==> src/rtl/fft16_stage_sequencer_if.sv <==
// Issue / write-back bus between the FFT stage sequencer and its datapath.
// The optional inverse-FFT pair exists only when FFT_INVERSE_EN is defined.
interface fft16_stage_sequencer_if #(
  parameter int AW = 4
);
  logic          i_start;
  logic          i_bf_ready;
  logic          o_busy;
  logic          o_done;
  logic          o_bf_valid;
  logic [1:0]    o_stage;
  logic [AW-1:0] o_addr_a;
  logic [AW-1:0] o_addr_b;
  logic [2:0]    o_tw_idx;
  logic          o_wb_valid;
  logic [AW-1:0] o_wb_addr_a;
  logic [AW-1:0] o_wb_addr_b;
  logic [1:0]    o_dbg_state;
`ifdef FFT_INVERSE_EN
  logic          i_inverse;
  logic          o_tw_conj;
`endif

  // Handshake: an issue transfers in any cycle where o_bf_valid and i_bf_ready
  // are both high; while o_bf_valid is high and not taken, o_stage, o_addr_a,
  // o_addr_b and o_tw_idx stay stable. o_wb_valid has no ready: it is a strobe.
  modport master (
`ifdef FFT_INVERSE_EN
    input  i_inverse,
    output o_tw_conj,
`endif
    input  i_start, i_bf_ready,
    output o_busy, o_done, o_bf_valid, o_stage, o_addr_a, o_addr_b, o_tw_idx,
    output o_wb_valid, o_wb_addr_a, o_wb_addr_b, o_dbg_state
  );

  modport slave (
`ifdef FFT_INVERSE_EN
    output i_inverse,
    input  o_tw_conj,
`endif
    output i_start, i_bf_ready,
    input  o_busy, o_done, o_bf_valid, o_stage, o_addr_a, o_addr_b, o_tw_idx,
    input  o_wb_valid, o_wb_addr_a, o_wb_addr_b, o_dbg_state
  );
endinterface

==> src/rtl/fft16_stage_sequencer.sv <==
// 16-point radix-2 DIT FFT control: 4 stages x 8 butterflies, write-back tracking
// and a drain barrier between stages. FFT_INVERSE_EN adds the conj-twiddle flag.
module fft16_stage_sequencer #(
  parameter int BF_LAT = 3,
  parameter int AW     = 4
) (
  input  logic                    i_clk,
  input  logic                    i_rst,
  fft16_stage_sequencer_if.master bus
);

  typedef enum logic [1:0] {
    S_IDLE  = 2'd0,
    S_ISSUE = 2'd1,
    S_DRAIN = 2'd2,
    S_DONE  = 2'd3
  } state_e;

  typedef struct packed {
    logic          vld;
    logic          last;
    logic [AW-1:0] addr_a;
    logic [AW-1:0] addr_b;
  } wb_t;

  state_e        state_q, state_d;
  logic [1:0]    stage_q, stage_d;
  logic [2:0]    bf_q, bf_d;
  wb_t           wb_q [BF_LAT];
  wb_t           wb_in;
  wb_t           wb_out;
  logic          accept;
  logic          stage_last_wb;
  logic [AW-1:0] dec_a, dec_b;
  logic [2:0]    dec_tw;

  assign accept        = (state_q == S_ISSUE) && bus.i_bf_ready;
  assign wb_out        = wb_q[BF_LAT-1];
  assign stage_last_wb = wb_out.vld && wb_out.last;

  // Stage s inserts a zero at address bit s (upper operand) or a one (lower);
  // the twiddle index is the in-group position scaled up to the 16-point grid.
  always_comb begin : decode
    dec_a  = '0;
    dec_b  = '0;
    dec_tw = '0;
    unique case (stage_q)
      2'd0: begin
        dec_a  = {bf_q, 1'b0};
        dec_b  = {bf_q, 1'b1};
        dec_tw = 3'd0;
      end
      2'd1: begin
        dec_a  = {bf_q[2:1], 1'b0, bf_q[0]};
        dec_b  = {bf_q[2:1], 1'b1, bf_q[0]};
        dec_tw = {bf_q[0], 2'b00};
      end
      2'd2: begin
        dec_a  = {bf_q[2], 1'b0, bf_q[1:0]};
        dec_b  = {bf_q[2], 1'b1, bf_q[1:0]};
        dec_tw = {bf_q[1:0], 1'b0};
      end
      2'd3: begin
        dec_a  = {1'b0, bf_q};
        dec_b  = {1'b1, bf_q};
        dec_tw = bf_q;
      end
    endcase
  end

  always_comb begin : fsm_next
    state_d = state_q;
    stage_d = stage_q;
    bf_d    = bf_q;
    case (state_q)
      S_IDLE: begin
        stage_d = '0;
        bf_d    = '0;
        if (bus.i_start) state_d = S_ISSUE;
      end
      S_ISSUE: begin
        if (accept) begin
          if (bf_q == 3'd7) state_d = S_DRAIN;
          else              bf_d    = bf_q + 3'd1;
        end
      end
      S_DRAIN: begin
        if (stage_last_wb) begin
          if (stage_q == 2'd3) begin
            state_d = S_DONE;
          end else begin
            stage_d = stage_q + 2'd1;
            bf_d    = '0;
            state_d = S_ISSUE;
          end
        end
      end
      S_DONE: begin
        stage_d = '0;
        state_d = S_IDLE;
      end
      default: state_d = S_IDLE;
    endcase
  end

  // The last butterfly of each stage carries a tag so DRAIN knows when to release.
  always_comb begin : wb_entry
    wb_in        = '0;
    wb_in.vld    = accept;
    wb_in.last   = accept && (bf_q == 3'd7);
    wb_in.addr_a = accept ? dec_a : '0;
    wb_in.addr_b = accept ? dec_b : '0;
  end

  always_ff @(posedge i_clk) begin
    if (i_rst) begin
      state_q <= S_IDLE;
      stage_q <= '0;
      bf_q    <= '0;
      for (int i = 0; i < BF_LAT; i++) wb_q[i] <= '0;
    end else begin
      state_q <= state_d;
      stage_q <= stage_d;
      bf_q    <= bf_d;
      wb_q[0] <= wb_in;
      for (int i = 1; i < BF_LAT; i++) wb_q[i] <= wb_q[i-1];
    end
  end

  assign bus.o_busy      = (state_q != S_IDLE);
  assign bus.o_done      = (state_q == S_DONE);
  assign bus.o_bf_valid  = (state_q == S_ISSUE);
  assign bus.o_stage     = stage_q;
  assign bus.o_addr_a    = bus.o_bf_valid ? dec_a  : '0;
  assign bus.o_addr_b    = bus.o_bf_valid ? dec_b  : '0;
  assign bus.o_tw_idx    = bus.o_bf_valid ? dec_tw : '0;
  assign bus.o_wb_valid  = wb_out.vld;
  assign bus.o_wb_addr_a = wb_out.addr_a;
  assign bus.o_wb_addr_b = wb_out.addr_b;
  assign bus.o_dbg_state = state_q;

`ifdef FFT_INVERSE_EN
  logic conj_q, conj_d;

  always_comb begin : conj_next
    conj_d = conj_q;
    if (state_q == S_IDLE)      conj_d = bus.i_start & bus.i_inverse;
    else if (state_q == S_DONE) conj_d = 1'b0;
  end

  always_ff @(posedge i_clk) begin
    if (i_rst) conj_q <= 1'b0;
    else       conj_q <= conj_d;
  end

  assign bus.o_tw_conj = conj_q;
`endif

endmodule

==> src/flat_wrapper.sv <==
// flat-port wrapper written by rule: the top's interface ports become plain ports
module fft16_stage_sequencer_flat 
#(
  parameter int BF_LAT = 3,
  parameter int AW     = 4
)
  (i_clk, i_rst, bus_i_start, bus_i_bf_ready, bus_o_busy, bus_o_done, bus_o_bf_valid, bus_o_stage, bus_o_addr_a, bus_o_addr_b, bus_o_tw_idx, bus_o_wb_valid, bus_o_wb_addr_a, bus_o_wb_addr_b, bus_o_dbg_state);
  fft16_stage_sequencer_if #(.AW(AW)) bus_i ();
  input  logic i_clk;
  input  logic i_rst;
  input wire logic [$bits(bus_i.i_start)-1:0] bus_i_start;
  input wire logic [$bits(bus_i.i_bf_ready)-1:0] bus_i_bf_ready;
  output wire logic [$bits(bus_i.o_busy)-1:0] bus_o_busy;
  output wire logic [$bits(bus_i.o_done)-1:0] bus_o_done;
  output wire logic [$bits(bus_i.o_bf_valid)-1:0] bus_o_bf_valid;
  output wire logic [$bits(bus_i.o_stage)-1:0] bus_o_stage;
  output wire logic [$bits(bus_i.o_addr_a)-1:0] bus_o_addr_a;
  output wire logic [$bits(bus_i.o_addr_b)-1:0] bus_o_addr_b;
  output wire logic [$bits(bus_i.o_tw_idx)-1:0] bus_o_tw_idx;
  output wire logic [$bits(bus_i.o_wb_valid)-1:0] bus_o_wb_valid;
  output wire logic [$bits(bus_i.o_wb_addr_a)-1:0] bus_o_wb_addr_a;
  output wire logic [$bits(bus_i.o_wb_addr_b)-1:0] bus_o_wb_addr_b;
  output wire logic [$bits(bus_i.o_dbg_state)-1:0] bus_o_dbg_state;
  assign bus_i.i_start = bus_i_start;
  assign bus_i.i_bf_ready = bus_i_bf_ready;
  assign bus_o_busy = bus_i.o_busy;
  assign bus_o_done = bus_i.o_done;
  assign bus_o_bf_valid = bus_i.o_bf_valid;
  assign bus_o_stage = bus_i.o_stage;
  assign bus_o_addr_a = bus_i.o_addr_a;
  assign bus_o_addr_b = bus_i.o_addr_b;
  assign bus_o_tw_idx = bus_i.o_tw_idx;
  assign bus_o_wb_valid = bus_i.o_wb_valid;
  assign bus_o_wb_addr_a = bus_i.o_wb_addr_a;
  assign bus_o_wb_addr_b = bus_i.o_wb_addr_b;
  assign bus_o_dbg_state = bus_i.o_dbg_state;
  fft16_stage_sequencer #(.BF_LAT(BF_LAT), .AW(AW)) u_core (.i_clk(i_clk), .i_rst(i_rst), .bus(bus_i));
endmodule
==> config.mk <==
export PLATFORM = sky130hd
export DESIGN_NAME = fft16_stage_sequencer_flat
export DESIGN_NICKNAME = d
export VERILOG_FILES = /design/src/rtl/fft16_stage_sequencer_if.sv /design/src/rtl/fft16_stage_sequencer.sv /design/src/flat_wrapper.sv
export SDC_FILE = /design/constraint.sdc
export NUM_CORES = 1
export LEC_CHECK = 0
export CORE_MARGIN = 4
export CORE_UTILIZATION = 40
export DETAILED_ROUTE_END_ITERATION = 8
export GPL_TIMING_DRIVEN = 0
export PLACE_DENSITY = 0.76
export SKIP_CTS_REPAIR_TIMING = 1
export SLEW_MARGIN = 5
export SYNTH_ARGS = -nofsm -noshare
export SYNTH_HDL_FRONTEND = slang
export SYNTH_SLANG_ARGS = --single-unit
==> constraint.sdc <==
create_clock -name i_clk -period 1.6 [get_ports i_clk]
set_clock_uncertainty 0.15 [all_clocks]
set_input_delay 0.16 -clock i_clk [delete_from_list [all_inputs] [get_ports i_clk]]
set_output_delay 0.16 -clock i_clk [all_outputs]
set_load 0.02 [all_outputs]
* After elaboration in Yosys (flattened, before gate mapping)
Memory sizes are Yosys's and may differ from the RTL's. Cells that the tools add are included.
Storage, ports and cells: bits in registers 7, memory bits (writable) 30, logic and storage cells 62, memories kept 1
Memories:
- u_core.wb_q | depth 3, bits a word 10, read ports 3, clocked after Yosys merged registers in 0, write ports 3, line fft16_stage_sequencer.sv:29 | wb_t wb_q [BF_LAT];
Operators by class: add/subtract/negate cells 2, equal/unequal tests 13, mux-type cells 28, bitwise gates (word level) 3, reductions and logical operators 12
Operators with widths (count):
- $pmux W4 S4 | 2
- $mux W10 | 3
- $mux W4 | 4
- $mux W3 | 5
- $mux W2 | 7
- $pmux W3 S4 | 1
- $ne A2 B2 Y1 const B | 5
- $pmux W3 S3 | 1
- $eq A2 B2 Y1 const B | 4
- $pmux W2 S4 | 1
- $reduce_and A5 Y1 | 1
- $eq A2 B1 Y1 const B | 2
- $logic_not A2 Y1 | 2
- $pmux W2 S2 | 1
- $reduce_and A4 Y1 | 1
- $reduce_bool A2 Y1 | 2
- $add A3 B1 Y3 const B | 1
- $eq A3 B3 Y1 const B | 1
- $logic_and A1 B1 Y1 | 3
- $mux W1 | 3
- $or A1 B1 Y1 | 3
- $reduce_and A3 Y1 | 1
- $reduce_bool A3 Y1 | 1
- $add A2 B1 Y2 const B | 1
- other kinds (2) | 2

* Logic depth before layout (Yosys ltp)
word-level depth 4, gate-level depth with buffers 6

* Worst setup path after synthesis
OpenSTA, ideal clock, no wires.
kind register to register, start register u_core.state_q[1] (netlist: u_core.bus.o_dbg_state[1]), end register u_core.state_q[0] (netlist: u_core.bus.o_dbg_state[0]), setup time 79 ps, arrival time 1697 ps, path slack -327 ps, cell stages (with the launch flop) 6, buffers on the path 0, cells stage by stage dfxtp_1 > inv_1 > ha_1 > a21boi_1 > or3_4 > a211oi_2
On the way: cells in the longest elaborated chain, start to end 4, elaborated cells on any way between the ends 11
Ends and longest elaborated chain:
- start: declaration | line fft16_stage_sequencer.sv:26 | state_e state_q, state_d;
- start signal: assignment | line fft16_stage_sequencer.sv:122 | state_q <= state_d;
- $eq A2 B1 Y1 (*)
- net bus_o_bf_valid | line flat_wrapper.sv:15 | output wire logic [$bits(bus_i.o_bf_valid)-1:0] bus_o_bf_valid;
- $logic_and A1 B1 Y1 | line fft16_stage_sequencer.sv:37 | assign accept = (state_q == S_ISSUE) && bus.i_bf_ready;
- $ne A2 B2 Y1 (no line)
- $reduce_and A4 Y1 (no line)
The timed path passes the listed nets; every way through them passes the cells marked *. A chain may end at the register's enable or synchronous reset.

* Final worst setup path
start register u_core.stage_q[1] (netlist: u_core.bus.o_stage[1]), end output port bus_o_addr_b[0]
On the way: cells in the longest elaborated chain, start to end 3, elaborated cells on any way between the ends 6
Ends and longest elaborated chain:
- start: declaration | line fft16_stage_sequencer.sv:27 | logic [1:0] stage_q, stage_d;
- start signal: assignment | line fft16_stage_sequencer.sv:123 | stage_q <= stage_d;
- $eq A2 B2 Y1 (tied with other cells) | line fft16_stage_sequencer.sv:47 | unique case (stage_q)
- $pmux W4 S4 (*) | line fft16_stage_sequencer.sv:47
- $mux W4 (*) | line fft16_stage_sequencer.sv:135 | assign bus.o_addr_b = bus.o_bf_valid ? dec_b : '0;
- end: declaration | line flat_wrapper.sv:18 | output wire logic [$bits(bus_i.o_addr_b)-1:0] bus_o_addr_b;
Mark *: on every way between the ends. The rest lies on a longest branch, timed or not.

==> results.md <==
- Number of top-level pins: 31
- Synth top cells by count: 37 x dfxtp_1, 27 x nor2b_1, 12 x ha_1
- Avg Synthesized Cell Area: around 10 µm²
- Vias in the first global route: approximately 1.2k
- Die Wd: 71.18 µm
- Initial antenna violation count: 0
- Synth Instances: 154
- Vias: between 1k and 1.5k
- 1st-pass router iterations: 4
- Min Hold Slack: just under 300 ps
- Max VDD drop: 678.0 µV
- Power Density: approximately 1100 nW/µm²
- Final worst path period need: about 1900 ps
- RSZ-0062 raised after global routing: true
- Total leakage power: 1.239 nW
- Syn nets: 170
- Post-route ant nets: 0
- Final setup fails: 16
- Via-to-Cell Ratio: roughly 4.9
- Placed Area: approximately 2100 µm²
- Final count of hold timing violations: 0
- TritonCTS Buffers: 5
- Pint: 1.780 mW
- Flops & latches, synth: 37
- Share of flip-flops with an asynchronous set or reset: 0
- Final Cell Area: 2439 µm²
- Mapped Area: roughly 1600 µm²
- Fin Setup TNS: -2965 ps
- Clock buffer depth: 2
- Port bufs: 30
- Max cap viols: 0
- Initial Util: 0.4234
- Ant. Diodes: 0
- Root buffer cell: clkbuf_8
- Hold WC Path Type: flip-flop to flip-flop
- Relative slew slack: 0.6374
- Top Metal Used: met4
- First-pass GRT wire length: 5181 µm
- Crit start category: flip-flop
- Synth unique cells: 36
- Worst-margin pin slew: approximately 540 ps
- CTS tree: done
- Clock Power Share: 0.231
- Sw Share: 0.3182
- Fillers: 288
- Area share of the largest cell type after synthesis: 0.4639
- H-tree lvl count: 2
- Wire length on met2: 1904 µm
- GP Congestion: 0.8657
- Crit path kind: flip-flop to output pin
- Core Area: 3771 µm²
- EDFF count, synth: 0
- Rows: 22
- Psw: around 830 µW
- Area leader, netlist: dfxtp_1
- Total die area: roughly 5100 µm²
- Synth area leaders: dfxtp_1 46%, nor2b_1 11%, ha_1 9.4%, buf_4 3.8%, mux2i_1 2.5%
- Fraction of layout cells with a size suffix above 1: 0.4135
- Status: complete, but fails checks
- Post-layout util: 0.6466
- Worst Path Required: approximately 1300 ps
- Seq/Total Area, Yosys: 0.4639
- Largest net degree at the start of global routing: 12
- Synth-to-layout area growth: 52.74%
- Max Fclk: 519.5 MHz
- Drt drc: 0
- Tcrit/Tclk final: 1.203
- Top FF cell, synth: dfxtp_1
- Critical path peak fanout: 7
- Wirelength, routed: between 3000 and 4000 µm
- Clk sinks: 37
- Comb power frac: 0.373
- Die Y: roughly 71 µm
- Arr. time, crit path: between 1500 and 2000 ps
- Final HPWL DP: ~2300 µm
- Power share of the sequential group: 0.396
- Nets@finish: 223
- Metal3 WL: approximately 260 µm
- Clock-pin slew on the worst setup and hold paths: around 70 ps
- Worst skew pair latency: between 200 and 300 ps
- Grt total ovfl: 0
- Met1 WL: 1394 µm
- Failing checks: negative setup slack
- Gr usage total: 0.1321
- Final worst setup slack: -325.0 ps
- Max Slew Vio Count: 0
- CP endpoint kind: output pin
- DRT iter0 DRCs: 75
- Yosys Warn Count: 0
- Top-count cell post-synth: dfxtp_1
- Drt wl/cell: around 14 µm
==> cells by family after synthesis <==
kind of cell,Yosys count,share of synthesized area
AO/OA/AOI/OAI,22,0.1262
adder cells (fa/ha/maj),12,0.09404
buffers and inverters,19,0.06348
flip-flops,37,0.4639
multiplexers,4,0.02508
AND/OR/NAND/NOR,60,0.2273
==> layout make-up <==
class                      count  area (µm²)  share of cell area
sequential                    37       764.5              0.3135
clock inverter                 2       10.01            0.004105
multi-input combinational     98       929.6              0.3812
buffer                        13       97.59             0.04002
tap                           48       60.06             0.02463
inverter                       6       32.53             0.01334
clock buffer                   6       72.57             0.02976
timing repair buffer          46       471.7              0.1934
==> worst max-delay path: stages, from the launching register on <==
cell and delay [ps]:
dfxtp_4 410, inv_4 60, ha_4 190, o31ai_4 290
nor2b_4 200, nor2b_2 50, buf_6 120
==> flip-flops by register name, indices dropped and copies added (netlist names) <==
name                    flops
u_core.wb_q                30
u_core.bf_q                 3
u_core.bus.o_dbg_state      2
u_core.bus.o_stage          2
==> per-layer routing <==
layer	vias to the layer above	GRT usage
li1	616	-
met1	583	0.1527
met2	50	0.2133
met3	7	0.05114
met4	0	0.06263
met5	-	0
==> power by group through the flow <==
| stage | sequential [mW] | combinational [mW] | clock (mW) |
|---|---|---|---|
| 4_1_cts | 1.05 | 0.784 | 0.628 |
| 6_report | 1.03 | 0.974 | 0.603 |
| 2_1_floorplan | 1.08 | 0.521 | 0 |
| 5_1_grt | 1.04 | 1.03 | 0.681 |
| 3_5_place_dp | 1.07 | 0.779 | 0 |
| 3_3_place_gp | 1.07 | 0.763 | 0 |
==> metrics by stage <==
| stage | setup WS [ps] | total power, mW | cells |
|---|---|---|---|
| floorplan | -22.45 | 1.606 | 154 |
| global placement | -568.3 | 1.829 | 232 |
| detailed placement | -576.1 | 1.851 | 232 |
| global route | -406.3 | 2.757 | 256 |
| CTS | -896.9 | 2.464 | 240 |
| finish | -325.0 | 2.611 | 256 |
==> worst paths after layout <==
check / endpoint / cells past startpoint / slack (ps) / start
setup reg to reg: u_core.bf_q[1] / 5 / -130 / u_core.bus.o_dbg_state[1]
hold reg to reg: u_core.wb_q[0][17] / 1 / 290 / u_core.wb_q[0][7]
hold / removal: u_core.wb_q[0][17] / 1 / 290 / u_core.wb_q[0][7]
setup / recovery: bus_o_addr_b[0] / 6 / -320 / u_core.bus.o_stage[1]
==> cells in the final DEF, fill, tap and decap left out, types with 2 or more instances in the layout <==
cell / Yosys / final
and2_1: 6 / 4
nand2b_1: 5 / 3
and2_4: 0 / 2
dlymetal6s2s_1: 0 / 16
nor3_1: 2 / 2
o211ai_1: 2 / 2
nor2_4: 0 / 2
clkinv_2: 0 / 2
a21oi_1: 3 / 3
nor2_1: 8 / 4
o21ai_1: 1 / 2
nand2b_4: 0 / 2
mux2i_1: 4 / 4
ha_1: 12 / 2
inv_2: 1 / 2
clkbuf_1: 4 / 3
dfxtp_1: 37 / 30
ha_4: 0 / 7
buf_6: 0 / 12
clkbuf_8: 0 / 5
nand2_1: 2 / 2
o311a_1: 2 / 2
inv_4: 0 / 2
nor2b_2: 0 / 3
nand3_1: 2 / 2
dfxtp_4: 0 / 6
nand3b_1: 3 / 3
ha_2: 0 / 3
buf_4: 8 / 23
o21a_1: 2 / 2
o41ai_2: 1 / 2
nor2_2: 0 / 2
nor2b_1: 27 / 23
clkdlybuf4s50_1: 0 / 3
Note: power is estimated with default switching activity, not from simulation.
